### src/rtl/ram_sp_stream_reader.sv
// Burst read sequencer for a single-port RAM: issues consecutive reads under a
// credit limit, tracks read latency, and buffers returned words into a valid/ready stream.
module ram_sp_stream_reader #(
    parameter int unsigned AddrWidth = 16,
    parameter int unsigned DataWidth = 32,
    parameter bit          Pipelined = 1'b0
) (
    input  logic                 clk_i,
    input  logic                 rst_i,
    input  logic                 start_i,
    input  logic [AddrWidth-1:0] base_addr_i,
    input  logic [AddrWidth:0]   len_i,
    output logic                 busy_o,
    output logic                 done_o,
    output logic                 ram_rd_en_o,
    output logic                 ram_wr_en_o,
    output logic [AddrWidth-1:0] ram_addr_o,
    input  logic [DataWidth-1:0] ram_data_i,
    output logic                 out_valid_o,
    output logic [DataWidth-1:0] out_data_o,
    output logic                 out_last_o,
    input  logic                 out_ready_i
);
    localparam int unsigned L  = Pipelined ? 2 : 1;
    localparam int unsigned D  = L + 2;
    localparam int unsigned CW = $clog2(D + 1);
    localparam int unsigned PW = $clog2(D);

    typedef enum logic [1:0] {IDLE, RUN, DRAIN} state_e;

    state_e               state_q, state_d;
    logic                 done_q, done_d;
    logic [AddrWidth:0]   len_q, issue_cnt_q;
    logic [AddrWidth-1:0] next_addr_q, ram_addr_q;
    logic                 rd_en_q, rd_last_q;
    logic [L-1:0]         vld_pipe_q, last_pipe_q;
    logic [DataWidth-1:0] buf_data_q [D];
    logic [D-1:0]         buf_last_q;
    logic [PW-1:0]        wr_ptr_q, rd_ptr_q;
    logic [CW-1:0]        count_q, outst_q;
    logic                 issue, start_cap, push, pop, last_issue, credit_ok;

    function automatic logic [PW-1:0] ptr_inc(input logic [PW-1:0] p);
        return (p == PW'(D - 1)) ? '0 : p + PW'(1);
    endfunction

    assign busy_o      = (state_q != IDLE);
    assign done_o      = done_q;
    assign ram_rd_en_o = rd_en_q;
    assign ram_wr_en_o = 1'b0;
    assign ram_addr_o  = ram_addr_q;

    assign push        = vld_pipe_q[L-1];
    assign out_valid_o = (count_q != '0);
    assign pop         = out_valid_o && out_ready_i;
    assign out_data_o  = buf_data_q[rd_ptr_q];
    assign out_last_o  = out_valid_o && buf_last_q[rd_ptr_q];
    assign last_issue  = (issue_cnt_q == len_q - (AddrWidth + 1)'(1));
    // outst_q counts words issued but not yet consumed; a word leaving this
    // cycle frees its slot so a full pipe keeps streaming at one word per cycle.
    assign credit_ok   = (outst_q != CW'(D)) || pop;

    always_comb begin
        state_d   = state_q;
        done_d    = 1'b0;
        issue     = 1'b0;
        start_cap = 1'b0;
        unique case (state_q)
            IDLE: begin
                if (start_i) begin
                    if (len_i == '0) begin
                        done_d = 1'b1;
                    end else begin
                        start_cap = 1'b1;
                        state_d   = RUN;
                    end
                end
            end
            RUN: begin
                if (issue_cnt_q != len_q && credit_ok) begin
                    issue = 1'b1;
                    if (last_issue) state_d = DRAIN;
                end
            end
            DRAIN: begin
                if (pop && out_last_o) begin
                    state_d = IDLE;
                    done_d  = 1'b1;
                end
            end
            default: state_d = IDLE;
        endcase
    end

    always_ff @(posedge clk_i) begin
        if (rst_i) begin
            state_q     <= IDLE;
            done_q      <= 1'b0;
            len_q       <= '0;
            issue_cnt_q <= '0;
            next_addr_q <= '0;
            ram_addr_q  <= '0;
            rd_en_q     <= 1'b0;
            rd_last_q   <= 1'b0;
            vld_pipe_q  <= '0;
            last_pipe_q <= '0;
            wr_ptr_q    <= '0;
            rd_ptr_q    <= '0;
            count_q     <= '0;
            outst_q     <= '0;
        end else begin
            state_q   <= state_d;
            done_q    <= done_d;
            rd_en_q   <= issue;
            rd_last_q <= issue && last_issue;
            if (start_cap) begin
                len_q       <= len_i;
                issue_cnt_q <= '0;
                next_addr_q <= base_addr_i;
            end
            if (issue) begin
                ram_addr_q  <= next_addr_q;
                next_addr_q <= next_addr_q + AddrWidth'(1);
                issue_cnt_q <= issue_cnt_q + (AddrWidth + 1)'(1);
            end
            // Flags ride alongside the RAM read latency; the exit stage marks valid ram_data_i.
            vld_pipe_q[0]  <= rd_en_q;
            last_pipe_q[0] <= rd_last_q;
            for (int i = 1; i < L; i++) begin
                vld_pipe_q[i]  <= vld_pipe_q[i-1];
                last_pipe_q[i] <= last_pipe_q[i-1];
            end
            if (push) wr_ptr_q <= ptr_inc(wr_ptr_q);
            if (pop)  rd_ptr_q <= ptr_inc(rd_ptr_q);
            unique case ({push, pop})
                2'b10:   count_q <= count_q + CW'(1);
                2'b01:   count_q <= count_q - CW'(1);
                default: count_q <= count_q;
            endcase
            unique case ({issue, pop})
                2'b10:   outst_q <= outst_q + CW'(1);
                2'b01:   outst_q <= outst_q - CW'(1);
                default: outst_q <= outst_q;
            endcase
        end
    end

    always_ff @(posedge clk_i) begin
        if (push) begin
            buf_data_q[wr_ptr_q] <= ram_data_i;
            buf_last_q[wr_ptr_q] <= last_pipe_q[L-1];
        end
    end

    a_no_overflow: assert property (@(posedge clk_i) disable iff (rst_i)
        !(push && !pop && (count_q == CW'(D))));

endmodule
### config.mk
export PLATFORM = sky130hd
export DESIGN_NAME = ram_sp_stream_reader
export DESIGN_NICKNAME = d
export VERILOG_FILES = /design/src/rtl/ram_sp_stream_reader.sv
export SDC_FILE = /design/constraint.sdc
export NUM_CORES = 1
export LEC_CHECK = 0
export BUFFER_PORTS_ARGS = -buffer_cell sky130_fd_sc_hd__clkbuf_2
export CORE_MARGIN = 1.5
export CORE_UTILIZATION = 41
export CTS_BUF_LIST = sky130_fd_sc_hd__clkbuf_16
export DETAILED_ROUTE_END_ITERATION = 7
export PLACE_DENSITY = 0.62
export SLEW_MARGIN = 10
export SYNTH_ARGS = -nofsm -noshare
export SYNTH_HDL_FRONTEND = slang
export SYNTH_SLANG_ARGS = --single-unit
### constraint.sdc
create_clock -name clk_i -period 4.7 [get_ports clk_i]
set_input_delay 0.705 -clock clk_i [delete_from_list [all_inputs] [get_ports clk_i]]
set_output_delay 0.705 -clock clk_i [all_outputs]
set_load 0.02 [all_outputs]
==> summary.md <==
- 5 — Initial DRT Pass Iterations
- reg -> reg — Hold Path Class
- false — RSZ-0062 raised after global routing
- 760 — synthesized instance count
- 0.661 — portion of the clock cycle consumed by the worst path in the final layout
- 352 — initial detailed-routing violation count
- sky130_fd_sc_hd__edfxtp_1 — dominant register cell in the synthesized netlist
- sky130_fd_sc_hd__edfxtp_1 (36%), sky130_fd_sc_hd__dfxtp_1 (20%), sky130_fd_sc_hd__nand2_1 (5.5%) — main area contributors after synthesis
- 121 — count of port buffers added during placement
- 934 — Nets
- 0 — post-cts resize count
- 1.06 ns — Tightest Pin Transition
- 0 — endpoints failing setup
- 0.0123 ns — clock skew
- 0 — synth warn
- 0.841 — gpl congestion
- 0.419 — effective utilization at floorplan
- 378 mW/mm2 — Cell Pwr Density
- 0 — remaining number of nets flagged by the antenna check after routing
- 144 um — Die Wd
- 0.00953 mm2 — post-route standard cell area excluding fillers
- 0.364 — Synth top area share
- 322 MHz — Fmax achieved
- 0.294 — Relative slew margins
- 5353 — via count of the first global-routing pass
- 0 — asr flop ratio synth
- 0 — Fin. Hold Viols
- 0.567 — portion of the post-synthesis area used by sequential elements
- 2.61 mW — internal power
- 16.6% — area delta synth->final
- 4 — number of H-tree levels
- 5.04 ns — required time reported for the critical path endpoint
- 123 — number of top-level design ports
- 69 — number of distinct library cells after synthesis
- 0.276 — Net Sw Frac
- 0 — Inserted Diodes
- 3.46 nW — cell leakage power
- 3.11 ns — minimum clock period
- 5.17 — Vias/cell
- 182 — sinks on the clock net
- 51 — Std-Cell Rows
- 99 — number of enable flip-flop cells after synthesis
- 79 — pin count of the biggest net entering global routing
- 0.391 — Clk network pwr share
- 0 — max capacitance violation total
- 0.00894 mm2 — DP Area
- 0 — pins over their slew limit
- 834 — Net Count, Synth
- flip-flop — startpoint types
- 144 um — Die Span Y
- sky130_fd_sc_hd__clkbuf_16 — CTS Root Buffer Type
- 27600 um — first-pass GRT wire length
- 0 — number of antenna violations at the first check in global routing
- 27 — Worst Path Max Fanout
- yes — TritonCTS clock tree
- 3.45 ns — arrival time worst endpoint
- reg -> reg — Setup Crit Path Kind
- 10.8 um2 — synthesized area per cell
- flip-flop — endpoint kind of the worst setup timing path
- 17400 um — routed wire length
- 0.455 ns — worst hold-check slack
- sky130_fd_sc_hd__edfxtp_1 — Yosys top cell by area
- 0.222 — layout cell share with drive strength beyond 1
- 993 uW — Switch Pwr
- 0.43 ns — clock network latency to the later pin of the worst-skew pair
- 0 — leftover overflow at the end of global routing
- 0 ns — total negative slack for setup checks
- 5883 — Via Count
- 182 — total of flip-flops plus latches after synthesis
- finished clean — result of the run
- 2 — maximum buffer depth of the clock tree
- 0.0195 mm2 — core box area
- 3.60 mW — power after layout
- 0 — number of remaining DRC errors
- 0.495 — power share of the sequential group
- 15.3 um — average wire length per cell after detail routing
- 0.170 — overall fraction of global-route tracks in use
- 0.114 — share of power burned in combinational logic
- 0 — number of hold-repair buffers added at the cts stage
- 17 — TritonCTS Buffers
- 0.0208 mm2 — die area
- 11500 um — DP HPWL
- 0.261 mV — VDD IR max
- 0.08 ns — clock slew seen by the registers of the worst setup and hold paths
- 0.00818 mm2 — post-synthesis cell area
- 0 — number of buffers added for setup after CTS
[kinds of logic after synthesis]
kind of cell             synth area share
adder cells (fa/ha/maj)           0.00765
AO/OA/AOI/OAI                       0.113
buffers and inverters              0.0430
multiplexers                       0.0690
flip-flops                          0.567
XOR/XNOR                           0.0317
other                            0.000459
AND/OR/NAND/NOR                     0.168
[state kept, by name (all words and copies together), names as in the netlist, named ones only]
name	flops
count_q	2
next_addr_q	16
rd_ptr_q	2
last_pipe_q	1
wr_ptr_q	2
issue_cnt_q	17
buf_data_q	96
state_q	2
outst_q	2
rd_last_q	1
ram_rd_en_o	1
done_o	1
ram_addr_o	16
push	1
buf_last_q	3
len_q	17
[per-layer routing]
layer | global-route usage | vias to the layer above | wire length [um] | part of all wire
li1 | - | 2965 | - | -
met1 | 0.230 | 2786 | 8280 | 0.48
met5 | 0 | - | 0 | 0
met4 | 0.0542 | 0 | 193 | 0.011
met2 | 0.280 | 119 | 8200 | 0.47
met3 | 0.0278 | 13 | 715 | 0.041
[through the flow]
stage           util  std cells  worst slack [ns]
3_5_place_dp   0.458       1106              1.44
2_1_floorplan      -        760              1.37
4_1_cts        0.488       1138              1.59
6_report       0.488       1138              1.59
3_3_place_gp   0.458       1106              1.51
5_1_grt        0.488       1138              1.41
[cell usage in the layout (no fill, tap or decap), drive strengths merged, types with 6 or more instances in the layout]
| cell | synthesis | layout |
|---|---|---|
| xor2 | 12 | 12 |
| a22oi | 6 | 6 |
| inv | 16 | 25 |
| nor3 | 12 | 12 |
| nand4 | 9 | 9 |
| buf | 20 | 9 |
| a32oi | 6 | 6 |
| clkbuf | 29 | 138 |
| dfxtp | 83 | 83 |
| a21oi | 52 | 52 |
| and3 | 23 | 23 |
| nor2 | 39 | 39 |
| nand2b | 8 | 8 |
| o21ai | 42 | 42 |
| edfxtp | 99 | 99 |
| xnor2 | 14 | 14 |
| nor4 | 12 | 12 |
| mux2 | 11 | 11 |
| mux2i | 44 | 44 |
| nand3 | 24 | 24 |
| o22ai | 7 | 7 |
| nand2 | 120 | 120 |
[Yosys cell counts, drive strengths merged, types with 2 or more instances]
| library cell | count |
|---|---|
| a211o | 2 |
| nor2b | 5 |
| nor3 | 12 |
| clkbuf | 29 |
| ha | 5 |
| a31oi | 5 |
| nand4 | 9 |
| and2 | 2 |
| a22oi | 6 |
| nand3 | 24 |
| a32oi | 6 |
| nand3b | 3 |
| o22ai | 7 |
| o21ai | 42 |
| inv | 16 |
| nor2 | 39 |
| xnor2 | 14 |
| a211oi | 3 |
| o2bb2ai | 4 |
| nand2b | 8 |
| nor4b | 3 |
| a21oi | 52 |
| nand2 | 120 |
| mux2 | 11 |
| o311ai | 2 |
| or3 | 4 |
| a2111o | 2 |
| o21a | 3 |
| mux2i | 44 |
| and3 | 23 |
| nor3b | 4 |
| dfxtp | 83 |
| xor2 | 12 |
| a311oi | 4 |
| or2 | 2 |
| nor4 | 12 |
| a2111oi | 2 |
| edfxtp | 99 |
| o31a | 2 |
| buf | 20 |
[path summary, 6_finish.rpt]
path	start	end	slack, ns	cells after the start
worst min register to register	ram_addr_o[6]	ram_addr_o[6]	0.46	2
worst min-delay path	ram_addr_o[6]	ram_addr_o[6]	0.46	2
worst max-delay path	len_q[3]	outst_q[1]	1.59	8
worst max register to register	len_q[3]	outst_q[1]	1.59	8
[power groups by stage]
stage	sequential (mW)	combinational (mW)	clock, mW
2_1_floorplan	1.79	0.312	0
3_5_place_dp	1.82	0.413	0
6_report	1.78	0.410	1.41
3_3_place_gp	1.82	0.410	0
4_1_cts	1.78	0.414	1.44
5_1_grt	1.79	0.458	1.50
[critical path: stages (launching register included)]
cell and delay [ns]:
sky130_fd_sc_hd__dfxtp_1 0.54, sky130_fd_sc_hd__xnor2_2 0.17, sky130_fd_sc_hd__or4b_4 0.50, sky130_fd_sc_hd__nor4_4 0.35
sky130_fd_sc_hd__a21oi_4 0.10, sky130_fd_sc_hd__clkinv_1 0.46, sky130_fd_sc_hd__ha_1 0.37, sky130_fd_sc_hd__or3_1 0.36
sky130_fd_sc_hd__a21oi_1 0.16
[layout make-up]
type,count,area [um2]
Timing Repair Buffer,130,673
Sequential cell,182,4640
Tap cell,265,332
Clock buffer,17,425
Inverter,17,63.8
Multi-Input combinational cell,512,3230
Clock inverter,15,169
Fill cell,1842,9990
(Power assumes the default switching activity.)
